<file path="config.mk">
export PLATFORM = sky130hd
export DESIGN_NAME = uart_tx
export DESIGN_NICKNAME = d
export VERILOG_FILES = /design/src/rtl/uart_tx.sv
export SDC_FILE = /design/constraint.sdc
export NUM_CORES = 1
export LEC_CHECK = 0
export CELL_PAD_IN_SITES_DETAIL_PLACEMENT = 0
export CELL_PAD_IN_SITES_GLOBAL_PLACEMENT = 2
export CORE_MARGIN = 3
export CORE_UTILIZATION = 44
export DETAILED_ROUTE_END_ITERATION = 8
export DONT_BUFFER_PORTS = 1
export PLACE_DENSITY_LB_ADDON = 0.3
export REMOVE_ABC_BUFFERS = 1
export SLEW_MARGIN = 20
export SYNTH_ARGS = -nofsm -noshare
export SYNTH_HDL_FRONTEND = slang
export SYNTH_SLANG_ARGS = --single-unit
</file>
<file path="constraint.sdc">
create_clock -name clk -period 3.3 [get_ports clk]
set_input_delay 0.165 -clock clk [delete_from_list [all_inputs] [get_ports clk]]
set_output_delay 0.165 -clock clk [all_outputs]
set_load 0.01 [all_outputs]
</file>
<file path="src/rtl/uart_tx.sv">
// uart_tx_fifo: circular byte buffer with registered occupancy count and full flag.
// Latency: a pushed entry is readable on rd_dat the cycle after its push edge.
// Backpressure: pushes while full are ignored; the caller sees full and drops.
module uart_tx_fifo #(
    parameter int DEPTH = 4,
    parameter int W     = 8
) (
    input  logic                   clk,
    input  logic                   rst_n,
    input  logic                   wr_vld,
    input  logic [W-1:0]           wr_dat,
    input  logic                   rd_rdy,
    output logic                   rd_vld,
    output logic [W-1:0]           rd_dat,
    output logic [$clog2(DEPTH):0] cnt,
    output logic                   full
);
    localparam int AW = $clog2(DEPTH);
    localparam int CW = AW + 1;

    logic [W-1:0]  mem [DEPTH];
    logic [AW-1:0] wr_ptr;
    logic [AW-1:0] rd_ptr;
    logic          push;
    logic          pop;

    // Push legality uses the pre-edge full flag, so a pop on the same edge never frees room early.
    assign push   = wr_vld & ~full;
    assign rd_vld = (cnt != '0);
    assign pop    = rd_rdy & rd_vld;
    assign rd_dat = mem[rd_ptr];

    always_ff @(posedge clk) begin
        if (push) begin
            mem[wr_ptr] <= wr_dat;
        end
    end

    always_ff @(posedge clk or negedge rst_n) begin
        if (!rst_n) begin
            wr_ptr <= '0;
            rd_ptr <= '0;
            cnt    <= '0;
            full   <= 1'b0;
        end else begin
            if (push) begin
                wr_ptr <= wr_ptr + AW'(1);
            end
            if (pop) begin
                rd_ptr <= rd_ptr + AW'(1);
            end
            case ({push, pop})
                2'b10: begin
                    cnt  <= cnt + CW'(1);
                    full <= (cnt == CW'(DEPTH - 1));
                end
                2'b01: begin
                    cnt  <= cnt - CW'(1);
                    full <= 1'b0;
                end
                default: ;
            endcase
        end
    end
endmodule

// uart_tx: buffered 8N1 serialiser, frames sent back-to-back while the FIFO holds data.
// Latency: write accepted at edge N, start bit driven on tx_out from edge N+1; frame is 10*CLK_DIV cycles.
// Backpressure: tx_full while FIFO_DEPTH bytes are queued; a write at full is dropped and flagged on tx_ovf.
module uart_tx #(
    parameter int CLK_DIV    = 434,
    parameter int FIFO_DEPTH = 4
) (
    input  logic                        clk,
    input  logic                        rst_n,
    input  logic [7:0]                  tx_data,
    input  logic                        tx_wr,
    output logic                        tx_full,
    output logic                        tx_busy,
    output logic                        tx_ovf,
    output logic [$clog2(FIFO_DEPTH):0] fifo_cnt,
    output logic                        tx_out
);
    localparam logic [15:0] TLOAD = 16'(CLK_DIV - 1);

    typedef enum logic [1:0] {
        IDLE,
        START,
        DATA,
        STOP
    } state_t;

    state_t      state;
    logic [7:0]  sh;
    logic [15:0] timer;
    logic [2:0]  bit_idx;
    logic        head_vld;
    logic [7:0]  head_dat;
    logic        pop;
    logic        bit_end;

    assign bit_end = (timer == 16'd0);
    assign pop     = head_vld & ((state == IDLE) | ((state == STOP) & bit_end));
    assign tx_busy = (state != IDLE) | head_vld;

    uart_tx_fifo #(
        .DEPTH (FIFO_DEPTH),
        .W     (8)
    ) u_fifo (
        .clk    (clk),
        .rst_n  (rst_n),
        .wr_vld (tx_wr),
        .wr_dat (tx_data),
        .rd_rdy (pop),
        .rd_vld (head_vld),
        .rd_dat (head_dat),
        .cnt    (fifo_cnt),
        .full   (tx_full)
    );

    always_ff @(posedge clk or negedge rst_n) begin
        if (!rst_n) begin
            state   <= IDLE;
            sh      <= 8'h00;
            timer   <= 16'd0;
            bit_idx <= 3'd0;
            tx_out  <= 1'b1;
            tx_ovf  <= 1'b0;
        end else begin
            tx_ovf <= tx_wr & tx_full;
            case (state)
                IDLE: begin
                    tx_out <= 1'b1;
                    if (head_vld) begin
                        sh     <= head_dat;
                        timer  <= TLOAD;
                        tx_out <= 1'b0;
                        state  <= START;
                    end
                end
                START: begin
                    if (bit_end) begin
                        timer   <= TLOAD;
                        bit_idx <= 3'd0;
                        tx_out  <= sh[0];
                        state   <= DATA;
                    end else begin
                        timer <= timer - 16'd1;
                    end
                end
                DATA: begin
                    if (bit_end) begin
                        timer <= TLOAD;
                        if (bit_idx == 3'd7) begin
                            tx_out <= 1'b1;
                            state  <= STOP;
                        end else begin
                            // Next bit is sh[1] because the shift lands on this same edge.
                            bit_idx <= bit_idx + 3'd1;
                            sh      <= {1'b0, sh[7:1]};
                            tx_out  <= sh[1];
                        end
                    end else begin
                        timer <= timer - 16'd1;
                    end
                end
                STOP: begin
                    if (bit_end) begin
                        if (head_vld) begin
                            sh     <= head_dat;
                            timer  <= TLOAD;
                            tx_out <= 1'b0;
                            state  <= START;
                        end else begin
                            tx_out <= 1'b1;
                            state  <= IDLE;
                        end
                    end else begin
                        timer <= timer - 16'd1;
                    end
                end
                default: begin
                    tx_out <= 1'b1;
                    state  <= IDLE;
                end
            endcase
        end
    end
endmodule

</file>
# Word-level counts from Yosys, hierarchy flattened
# Memory sizes are Yosys's and may differ from the RTL's.
# Index checks and enable logic that the tools add are counted.
[word_totals]
latchBits = 0
memories = 1
ram_bits = 32
rom_bits = 0
reg_bits = 39
elab_cells = 80
out_inout_bits = 7
inputBits = 11
[mem_list]
columns = ["memory", "words", "word_bits", "read_ports", "rd_clocked_by_memory_dff", "wr", "line_no", "text"]
rows = [
  ["u_fifo.mem", 4, 8, 1, 0, 1, "21", "logic [W-1:0] mem [DEPTH];"],
]
[op_classes]
reduce_logical = 12
bitwise_logic = 8
n_lt_le_gt_ge = 0
n_mux = 30
n_shift = 0
mul = 0
div_mod_pow = 0
n_addsub = 6
n_eq_ne = 13
[ops]
columns = ["op", "count"]
rows = [
  ["16-bit two-way mux", 3],
  ["16-bit one-hot mux with 3 select lines", 1],
  ["8-bit two-way mux", 4],
  ["8-bit one-hot mux with 3 select lines", 1],
  ["16-bit zero test", 1],
  ["16-bit by 1-bit subtractor with 16-bit output (second input constant)", 1],
  ["2-bit inequality test (second input constant)", 6],
  ["3-bit one-hot mux with 2 select lines", 2],
  ["2-bit two-way mux", 5],
  ["3-bit two-way mux", 3],
  ["1-bit two-way mux", 8],
  ["2-bit one-hot mux with 4 select lines", 1],
  ["4-bit AND reduction", 2],
  ["3-bit by 1-bit adder with 3-bit output (second input constant)", 2],
  ["2-bit equality test (second input constant)", 3],
  ["2-bit nonzero test", 3],
  ["3-bit nonzero test", 2],
  ["1-bit bitwise AND", 5],
  ["5-bit AND reduction", 1],
  ["2-bit by 1-bit adder with 2-bit output (second input constant)", 2],
  ["2-bit by 1-bit equality test with 1-bit output (second input constant)", 2],
  ["1-bit one-hot mux with 4 select lines", 1],
  ["3-bit by 2-bit equality test with 1-bit output (second input constant)", 1],
  ["3-bit equality test (second input constant)", 1],
  ["7 further kinds", 8],
]

# Logic depth before layout (Yosys ltp)
# Gate-level depths: netlist of the first run.
[depth]
ltp_word = 7
ltp_mapped = 12
mapped_depth_nobuf = 11

# Modules after synthesis
# Synthesis of the first run repeated with hierarchy kept, for this count alone.
[hier_totals]
cells_unflattened = 286
hier_area_um2 = 3639.7
[modules_own_cells]
columns = ["module", "area_per_inst_um2", "n_inst", "cells_each", "seq_area_each_um2"]
rows = [
  ["uart_tx", 2016.9, 1, 201, 777.0],
  ["uart_tx_fifo", 1622.8, 1, 85, 1161.1],
]

# Least setup slack after synthesis of the first run
# OpenSTA, ideal clock, no wires.
[synth_timing]
path_type = "register to register"
startpoint = "register timer[0]"
endpoint = "register u_fifo.cnt[1]"
required_time_ps = 3175
path_buffers = 1
stages_incl_launch_ff = 11
period_less_slack_ps = 2587
setup_ps = 125
path_slack_ps = 713
t_arrival_ps = 2462
path_cell_list = "dfrtp_1 -> inv_1 -> ha_1 -> nor4b_1 -> and4_1 -> buf_6 -> a21oi_1 -> nor2_1 -> ha_1 -> fa_1 -> mux2_2"
[synth_via]
elab_chain_cells = 7
word_cells_on_any_way = 9
cone_classes = "2 x eq/ne; 1 x mux; 4 x bitwise; 2 x reduce/logical"
[synth_lines]
columns = ["element", "line_no", "text"]
rows = [
  ["start: declaration", "95", "logic [15:0] timer;"],
  ["start signal: assignment", "148", "timer <= timer - 16'd1;"],
  ["start signal: assignment", "164", "timer <= timer - 16'd1;"],
  ["start signal: assignment", "179", "timer <= timer - 16'd1;"],
  ["16-bit zero test *", "102", "assign bit_end = (timer == 16'd0);"],
  ["1-bit bitwise AND *", "103", "assign pop = head_vld & ((state == IDLE) | ((state == STOP) & bit_end));"],
  ["1-bit bitwise OR *", "103", ""],
  ["1-bit bitwise AND *", "103", ""],
  ["1-bit bitwise AND *", "30", "assign pop = rd_rdy & rd_vld;"],
  ["via u_fifo.pop", "25", "logic pop;"],
  ["2-bit by 1-bit equality test with 1-bit output or 2-bit equality test (tied branches)", "52", "case ({push, pop})"],
  ["3-bit one-hot mux with 2 select lines or 2-bit nonzero test (tied branches)", "n/a", ""],
  ["end signal: assignment", "54", "cnt <= cnt + CW'(1);"],
  ["end signal: assignment", "58", "cnt <= cnt - CW'(1);"],
  ["end: declaration", "15", "output logic [$clog2(DEPTH):0] cnt,"],
]
# Mark *: on every way through the listed nets, which the timed path passes. The rest lies on a longest branch.
# A chain may end at the register's enable or synchronous reset.

# Worst setup path after layout of the first run
# Same ends and word-level chain as after synthesis.

==> reports/qor.yml, run 1 <==
timing.critical_path.to_type: "flip-flop"
post_cts.resized_instances: 0
worst-path-stages: 9
drc: 0
antenna_left: 0
critical_path.cell_chain: "inv_1 > ha_1 > nor4b_1 > and4_1 > a21oi_1 > nor2_1 > ha_1 > fa_1 > mux2_2"
dpl_cell_area_sq_mm: 0.003660
synthesis.area_sq_mm: 0.003551
finish.instance_area_sq_mm: 0.004013
finalWorstPathRequiredPeriod_ns: 2.959
clkTransAtPathRegs_ns: 0.08
yosysSeqAreaShare_pct: 54.58
drt-initial-drc-count: 132
final.hold.worst_slack_ns: 0.1867
slew_violations: 0
critical_path_peak_fanout: 8
design.die.area_sq_mm: 0.009184
status: "finished, final reports clean"
all_layer_global_routing_usage_pct: 17.38
number_of_synthesized_flops_with_an_enable_pin: 32
drtPass1Iterations: 5
actual_transition_at_the_worst_max_transition_pin_ns: 0.5815
crit_path_top_delay_cell: "fa_1"
place.detailed.hpwl_um: 4672
ys_types: 55
cts_root_buffer: "clkbuf_8"
cell_repeated_most_along_the_worst_path: "ha_1"
placed_cells: 374
synth_ff_type: "dfrtp_1"
critPathLaunchType: "flip-flop"
design.portCount: 18
finalCritPeriodShare_pct: 89.66
cts_htree_levels: 3
antenna_found_initial: 0
grt_pass1_vias: 2284
critical_path_required_ns: 3.54
finalNetCount: 320
power_density_mw_per_mm2: 1042
critPathTopFamily: "simple AND/OR/NAND/NOR gates"
worst_clock_skew_ns: 0.01259
die_h_um: 95.84
average_wire_per_cell_in_the_routed_design_um: 17.48
drv_cap: 0
tritoncts: "done"
synth_async_sr_flop_share_pct: 54.93
grt_overflow: 0
via_count: 2240
rsz0062_at_grt: "false"
critical-path-max-stage-delay_ns: 0.43
critPathArrivalTime_ns: 3.20
postSynthAreaPerCell_sq_um: 12.77
finalSetupViolCount: 0
final.fill_count: 700
initial_utilization_pct: 45.72
crit_buf_inv: 1
die_width_um: 95.84
grt_first_pass_wirelength_um: 11970
totalNegativeSetupSlack_ns: 0
layout-drive-gt1-share_pct: 18.06
routed_wl_um: 7008
hold_viol_final: 0
yosys_register_bits: 71
port_buffers: 0
post-layout-total-power_mw: 4.179
worst-r2r-cell-count: 9
final_cell_mix: "dfrtp_1 (38), edfxtp_1 (32), nand2_1 (19)"
cts_setup_buffers: 0
hold-path-cell-count: 2
clkSinkCount: 71
p_leak_nw: 1.589
ir_worst_vdd_mv: 0.4238
globalplace.congestion: 0.7912
area.growth.synth_to_final_pct: 13.00
mostFrequentLayoutCell: "dfrtp_1"
instance_count_of_the_mapped_netlist: 278
postCtsHoldBufs: 11
timing.setup.critical_path_class: "reg -> reg"
clk_latency_ns: 0.35
antenna-diode-count: 0
routed_via_density: 5.586
num_rows: 32
hold_class: "in -> reg"
grt_start_max_net_pins: 40
timing.max_slew.rel_slack_pct: 61.24
core_sq_mm: 0.007767
cts_buffers: 9
final_instance_count_excl_fillers: 401
ys_warn_count: 0
clk_path_buf_depth: 2
fmax_mhz: 338.0
final timing paths:
| kind | from | endpoint | slack [ns] |
|---|---|---|---|
| worst max-delay path | timer[0] | u_fifo.cnt[1] | 0.34 |
| worst min-delay path | tx_wr | u_fifo.wr_ptr[0] | 0.19 |
| worst max register to register | timer[0] | u_fifo.cnt[1] | 0.34 |
| worst min register to register | tx_out | tx_out | 0.51 |
| max in group asynchronous | rst_n | tx_out | 2.78 |
| min in group asynchronous | rst_n | bit_idx[2] | 0.26 |
sequential cells by signal, indices dropped and copies added, names as in the netlist:
signal,flops
bit_idx,3
sh,8
state,2
timer,16
tx_out,1
tx_ovf,1
u_fifo.cnt,3
u_fifo.full,1
u_fifo.mem,32
u_fifo.rd_ptr,2
u_fifo.wr_ptr,2
per-stage QoR:
stage | utilization, % | setup WS, ns
after floorplan | - | 0.7010
after global placement | 47.12 | 0.4907
after detailed placement | 47.12 | 0.3744
after CTS | 51.66 | 0.3712
after global routing | 51.66 | 0.1114
final | 51.66 | 0.3412
logic make-up after synthesis:
group	after synthesis	share of synthesized area (%)
muxes	27	11.73
buffers and inverters	22	2.642
DFF	71	54.58
AOI/OAI and AO/OA	58	11.24
and+or+nand+nor	79	12.83
xor gates and xnor gates	6	1.480
adders and majority gates	15	5.497
per-layer routing:
layer	share of wire, %	vias up	global-route usage (%)
li1	-	1072	-
met1	49	1113	24.27
met2	46	49	26.23
met3	4.6	6	4.926
met4	1.0	0	5.569
met5	0	-	0
power breakdown:
part / switching [mW] / internal (mW) / total [mW] / leakage [nW]
Sequential: 0.300 / 1.23 / 1.53 / 0.782
Clock: 0.381 / 0.443 / 0.824 / 0.118
Combinational: 0.941 / 0.888 / 1.83 / 0.689
area by class of cell:
class / count / area, sq um / share of cell area, %
clock buffers: 9 / 123.9 / 3.087
clock inverters: 7 / 108.9 / 2.713
inverters: 12 / 45.04 / 1.123
multi-input cells: 185 / 1519 / 37.85
flip-flops and latches: 71 / 1938 / 48.30
well taps: 102 / 127.6 / 3.181
repair buffers: 15 / 150.1 / 3.742
Yosys cell counts, types with 2 or more instances:
library cell | count | area, sq um
a21oi_1 | 14 | 70.07
a21oi_4 | 2 | 32.53
a22o_1 | 5 | 43.79
a31oi_1 | 5 | 31.28
and2_1 | 6 | 37.54
and3_1 | 3 | 18.77
buf_2 | 3 | 15.01
clkbuf_1 | 6 | 22.52
dfrtp_1 | 38 | 950.9
edfxtp_1 | 32 | 960.9
ha_1 | 14 | 175.2
inv_1 | 12 | 45.04
mux2_2 | 8 | 90.09
mux2_4 | 7 | 105.1
mux2i_1 | 3 | 30.03
mux4_2 | 8 | 180.2
nand2_1 | 19 | 71.32
nand2b_1 | 2 | 12.51
nand3_1 | 6 | 30.03
nand3b_1 | 2 | 15.01
nor2_1 | 14 | 52.55
nor2b_1 | 2 | 12.51
nor3_1 | 7 | 35.03
nor3_2 | 3 | 30.03
nor4_4 | 2 | 42.54
nor4b_1 | 2 | 17.52
o21ai_0 | 14 | 70.07
o22a_1 | 3 | 26.28
o31ai_1 | 2 | 15.01
o41ai_1 | 2 | 17.52
or3_1 | 4 | 25.02
xnor2_1 | 3 | 26.28
xor2_1 | 3 | 26.28
No activity file was read; power rests on OpenSTA's default activity.
==> run 2, diff against run 1 <==
--- a/config.mk
+++ b/config.mk
@@ -7,6 +7,7 @@
 export LEC_CHECK = 0
 export CELL_PAD_IN_SITES_DETAIL_PLACEMENT = 0
 export CELL_PAD_IN_SITES_GLOBAL_PLACEMENT = 2
+export CORE_ASPECT_RATIO = 0.5
 export CORE_MARGIN = 3
 export CORE_UTILIZATION = 44
 export DETAILED_ROUTE_END_ITERATION = 8
==> reports/qor.yml, run 2 (synthesis results as in run 1) <==
status: "finished, final reports clean"
max_flop_register: "u_fifo.mem"
all_layer_global_routing_usage_pct: 16.19
die_h_um: 69.53
cts_setup_buffers: 0
finalSetupViolCount: 0
drv_cap: 0
clkSinkCount: 71
fmax_mhz: 362.8
critical_path_peak_fanout: 5
finalCritPeriodShare_pct: 83.53
antenna_left: 0
cts_buffers: 9
power_switching_mw: 1.633
finalNetCount: 319
power_density_mw_per_mm2: 1049
critPathLaunchType: "flip-flop"
timing.max_slew.rel_slack_pct: 57.03
cts_root_buffer: "clkbuf_16"
grt_pass1_vias: 2252
slew_violations: 0
grt_first_pass_wirelength_um: 11610
average_wire_per_cell_in_the_routed_design_um: 16.91
grt_start_max_net_pins: 40
r2r-start: "timer[0]"
num_rows: 22
rsz0062_at_grt: "false"
clk_latency_ns: 0.34
design.portCount: 18
clk_path_buf_depth: 2
grt_overflow: 0
core_sq_mm: 0.007570
final.hold.worst_slack_ns: 0.2089
routed_via_density: 5.473
drt-initial-drc-count: 96
die_width_um: 133.0
initial_utilization_pct: 46.91
actual_transition_at_the_worst_max_transition_pin_ns: 0.6445
finish.utilization_pct: 53.85
globalplace.congestion: 0.8583
via_count: 2222
clkTransAtPathRegs_ns: 0.06
tritoncts: "done"
timing.setup.critical_path_class: "reg -> reg"
cts_htree_levels: 3
area.growth.synth_to_final_pct: 14.80
worst_hold_startpoint: "tx_wr"
ir_worst_vdd_mv: 0.4679
place.detailed.hpwl_um: 4617
layout-drive-gt1-share_pct: 17.79
drtPass1Iterations: 4
final_cell_mix: "dfrtp_1 (38), edfxtp_1 (32), nand2_1 (19)"
crit_buf_inv: 1
cell_repeated_most_along_the_worst_path: "ha_1"
post_cts.resized_instances: 0
critical_path.cell_chain: "inv_1 > ha_1 > nor4b_1 > and4_1 > a21oi_1 > nor2_1 > ha_1 > fa_1 > mux2_2"
drc: 0
hold_class: "in -> reg"
routed_wl_um: 6867
design.die.area_sq_mm: 0.009250
clock_power_share_pct: 22.3
totalNegativeSetupSlack_ns: 0
comb_power_share_pct: 42.0
placed_cells: 379
hold_viol_final: 0
port_buffers: 0
timing.critical_path.to_type: "flip-flop"
crit_path_top_delay_cell: "fa_1"
antenna_found_initial: 0
swShare_pct: 38.20
final_instance_count_excl_fillers: 406
antenna-diode-count: 0
finalWorstPathRequiredPeriod_ns: 2.757
largest_register_ffs: 32
reg.largest.list: "u_fifo.mem: 32 flops, timer: 16 flops, sh: 8 flops"
p_int_mw: 2.642
mostFrequentLayoutCell: "dfrtp_1"
critical-path-max-stage-delay_ns: 0.43
register_share_of_total_power_pct: 35.7
p_leak_nw: 1.614
critical_path_required_ns: 3.52
critPathTopFamily: "adder cells"
critPathArrivalTime_ns: 2.98
postCtsHoldBufs: 11
setup.worst_path.start: "timer[0]"
worst_clock_skew_ns: 0.005866
## run 2: cell types whose count changed in the layout (fill, tap and decap cells not counted), sizes merged
cell | before | now
inv | 16 | 18
buf | 5 | 4
bufinv | 2 | 0
## run 2: final cells by class
cell class | count | area (sq um)
clock buffer | 9 | 225.2
clock inverter | 7 | 71.32
fill | 641 | 3493
inverter | 12 | 45.04
multi-input combinational | 185 | 1519
sequential | 71 | 1938
tap | 108 | 135.1
timing repair buffer | 14 | 142.6
## run 2: through the flow
stage / worst slack, ns / cell area [sq um] / power (mW)
final: 0.5434 / 4076 / 4.274
after global routing: 0.3606 / 4076 / 4.596
after CTS: 0.5412 / 4076 / 4.328
after detailed placement: 0.5587 / 3660 / 3.332
after global placement: 0.6052 / 3660 / 3.264
after floorplan: 0.7010 / 3502 / 2.889
## run 2: path summary, 6_finish.rpt
check	end	slack [ns]	cells after the start
worst max-delay path	u_fifo.cnt[1]	0.54	9
worst min-delay path	u_fifo.wr_ptr[0]	0.21	2
worst max register to register	u_fifo.cnt[1]	0.54	9
worst min register to register	tx_out	0.51	2
max in group asynchronous	tx_out	2.75	2
min in group asynchronous	timer[14]	0.27	2
## run 2: metal layers
metal	vias up	part of all wire, %	global-route usage, %	wire (um)
met1	1110	47	20.89	3224
li1	1068	-	-	-
met2	33	48	24.89	3279
met5	-	0	0	0
met3	11	3.9	6.159	268
met4	0	1.4	6.221	94
## run 2: power groups by stage
stage	clock, mW	sequential (mW)	combinational (mW)
2_1_floorplan	0	1.46	1.43
3_3_place_gp	0	1.53	1.74
3_5_place_dp	0	1.54	1.79
4_1_cts	0.982	1.53	1.82
5_1_grt	1.03	1.57	2.00
6_report	0.955	1.53	1.79
==> run 3, diff against run 2 <==
--- a/config.mk
+++ b/config.mk
@@ -9,7 +9,7 @@
 export CELL_PAD_IN_SITES_GLOBAL_PLACEMENT = 2
 export CORE_ASPECT_RATIO = 0.5
 export CORE_MARGIN = 3
-export CORE_UTILIZATION = 44
+export CORE_UTILIZATION = 40
 export DETAILED_ROUTE_END_ITERATION = 8
 export DONT_BUFFER_PORTS = 1
 export PLACE_DENSITY_LB_ADDON = 0.3
==> constraint.sdc (replaced) <==
create_clock -name clk -period 2.4 [get_ports clk]
set_input_delay 0.12 -clock clk [delete_from_list [all_inputs] [get_ports clk]]
set_output_delay 0.12 -clock clk [all_outputs]
set_load 0.01 [all_outputs]
==> reports/qor.yml, run 3 (synthesis results as in run 1) <==
actual_transition_at_the_worst_max_transition_pin_ns: 0.5767
cts_buffers: 9
globalplace.congestion: 0.8054
r2r_slack_ns: 0.03
timing.setup.critical_path_class: "reg -> reg"
dpl_cell_area_sq_mm: 0.003860
initial_utilization_pct: 42.70
cts_root_buffer: "clkbuf_16"
fmax_mhz: 421.2
reg.largest.list: "u_fifo.mem: 32 flops, timer: 16 flops, sh: 8 flops"
antenna_left: 0
routed_via_density: 5.345
timing.critical_path.to_type: "flip-flop"
final.hold.worst_slack_ns: 0.1553
tritoncts: "done"
hold-path-cell-count: 3
finalWorstPathRequiredPeriod_ns: 2.374
worst_clock_skew_ns: 0.006445
routed_wl_um: 7332
largest_register_ffs: 32
antenna-diode-count: 0
finalSetupViolCount: 0
clk_latency_ns: 0.33
placed_cells: 409
critical_path_required_ns: 2.61
design.portCount: 18
area.growth.synth_to_final_pct: 23.50
drc: 0
clk_path_buf_depth: 2
final_instance_count_excl_fillers: 443
die_width_um: 139.2
layout-drive-gt1-share_pct: 28.70
max_flop_register: "u_fifo.mem"
finalNetCount: 352
design.die.area_sq_mm: 0.01011
place.detailed.hpwl_um: 4992
worst-r2r-cell-count: 10
via_count: 2368
status: "finished, final reports clean"
antenna_found_initial: 0
p_leak_nw: 1.777
cts_htree_levels: 3
critPathArrivalTime_ns: 2.59
port_buffers: 0
average_wire_per_cell_in_the_routed_design_um: 16.55
power_density_mw_per_mm2: 1452
drtPass1Iterations: 4
drt-initial-drc-count: 151
slew_violations: 0
grt_start_max_net_pins: 40
clkSinkCount: 71
final_cell_mix: "dfrtp_1 (38), buf_4 (36), edfxtp_1 (32)"
hold_class: "in -> reg"
drv_cap: 0
final.fill_count: 701
ir_worst_vdd_mv: 0.5207
grt_overflow: 0
critical_path_peak_fanout: 2
finish.instance_area_sq_mm: 0.004385
die_h_um: 72.63
rsz0062_at_grt: "true"
timing.max_slew.rel_slack_pct: 61.55
grt_first_pass_wirelength_um: 12630
all_layer_global_routing_usage_pct: 16.08
num_rows: 23
critPathLaunchType: "flip-flop"
mostFrequentLayoutCell: "dfrtp_1"
clkTransAtPathRegs_ns: 0.06
hold_viol_final: 0
grt_pass1_vias: 2577
finalCritPeriodShare_pct: 98.91
core_sq_mm: 0.008317
-- run 3: path summary, 6_finish.rpt --
path | start | to
min in group asynchronous | rst_n | timer[1]
setup reg to reg | timer[1] | u_fifo.cnt[1]
hold reg to reg | sh[5] | sh[5]
setup / recovery | timer[1] | u_fifo.cnt[1]
hold / removal | tx_wr | u_fifo.wr_ptr[0]
max in group asynchronous | rst_n | tx_out
-- run 3: cell type report --
type	count	area [sq um]	area share, %
clock buffers	9	225.2	5.136
clock inverters	7	55.05	1.255
inverters	12	45.04	1.027
multi-input cells	185	1592	36.29
flip-flops and latches	71	1938	44.19
well taps	112	140.1	3.195
repair buffers	47	390.4	8.902
-- run 3: what timing repair did --
item                                   CTS  global route
hold buffers                            11             0
setup endpoints to repair                7             2
endpoints found under the hold margin   72             0
gates resized for setup                  6            10
buffers inserted                         2             5
pin swaps                                4             6
-- run 3: critical path: stages, from the launching register on --
cell and delay, ns:
dfrtp_1 0.38, inv_2 0.08, ha_4 0.14, nor4b_4 0.19, buf_4 0.16, and4_4 0.25, a21oi_4 0.07, nor2_4 0.13
ha_4 0.16, fa_2 0.41, mux2_4 0.28
-- run 3: per-stage QoR --
stage	util [%]	TNS (ns)	power, mW	worst slack (ns)
2_1_floorplan	-	-0.2262	3.972	-0.1990
3_3_place_gp	46.41	-0.1725	4.828	-0.07811
3_5_place_dp	46.41	-0.6555	4.889	-0.1689
4_1_cts	51.68	-0.04221	6.259	-0.04088
5_1_grt	52.73	-0.07518	6.864	-0.06054
6_report	52.73	0	6.367	0.02606
-- run 3: power by group --
| group | internal, mW | switching [mW] |
|---|---|---|
| Clock | 0.709 | 0.528 |
| Sequential | 1.69 | 0.384 |
| Combinational | 1.60 | 1.46 |
| Total | 4.00 | 2.37 |
-- run 3: per-layer routing --
layer,GRT usage [%],share of wire (%)
met1,19.78,46
met2,27.59,50
met3,4.843,3.2
met4,5.531,1.4
met5,0,0
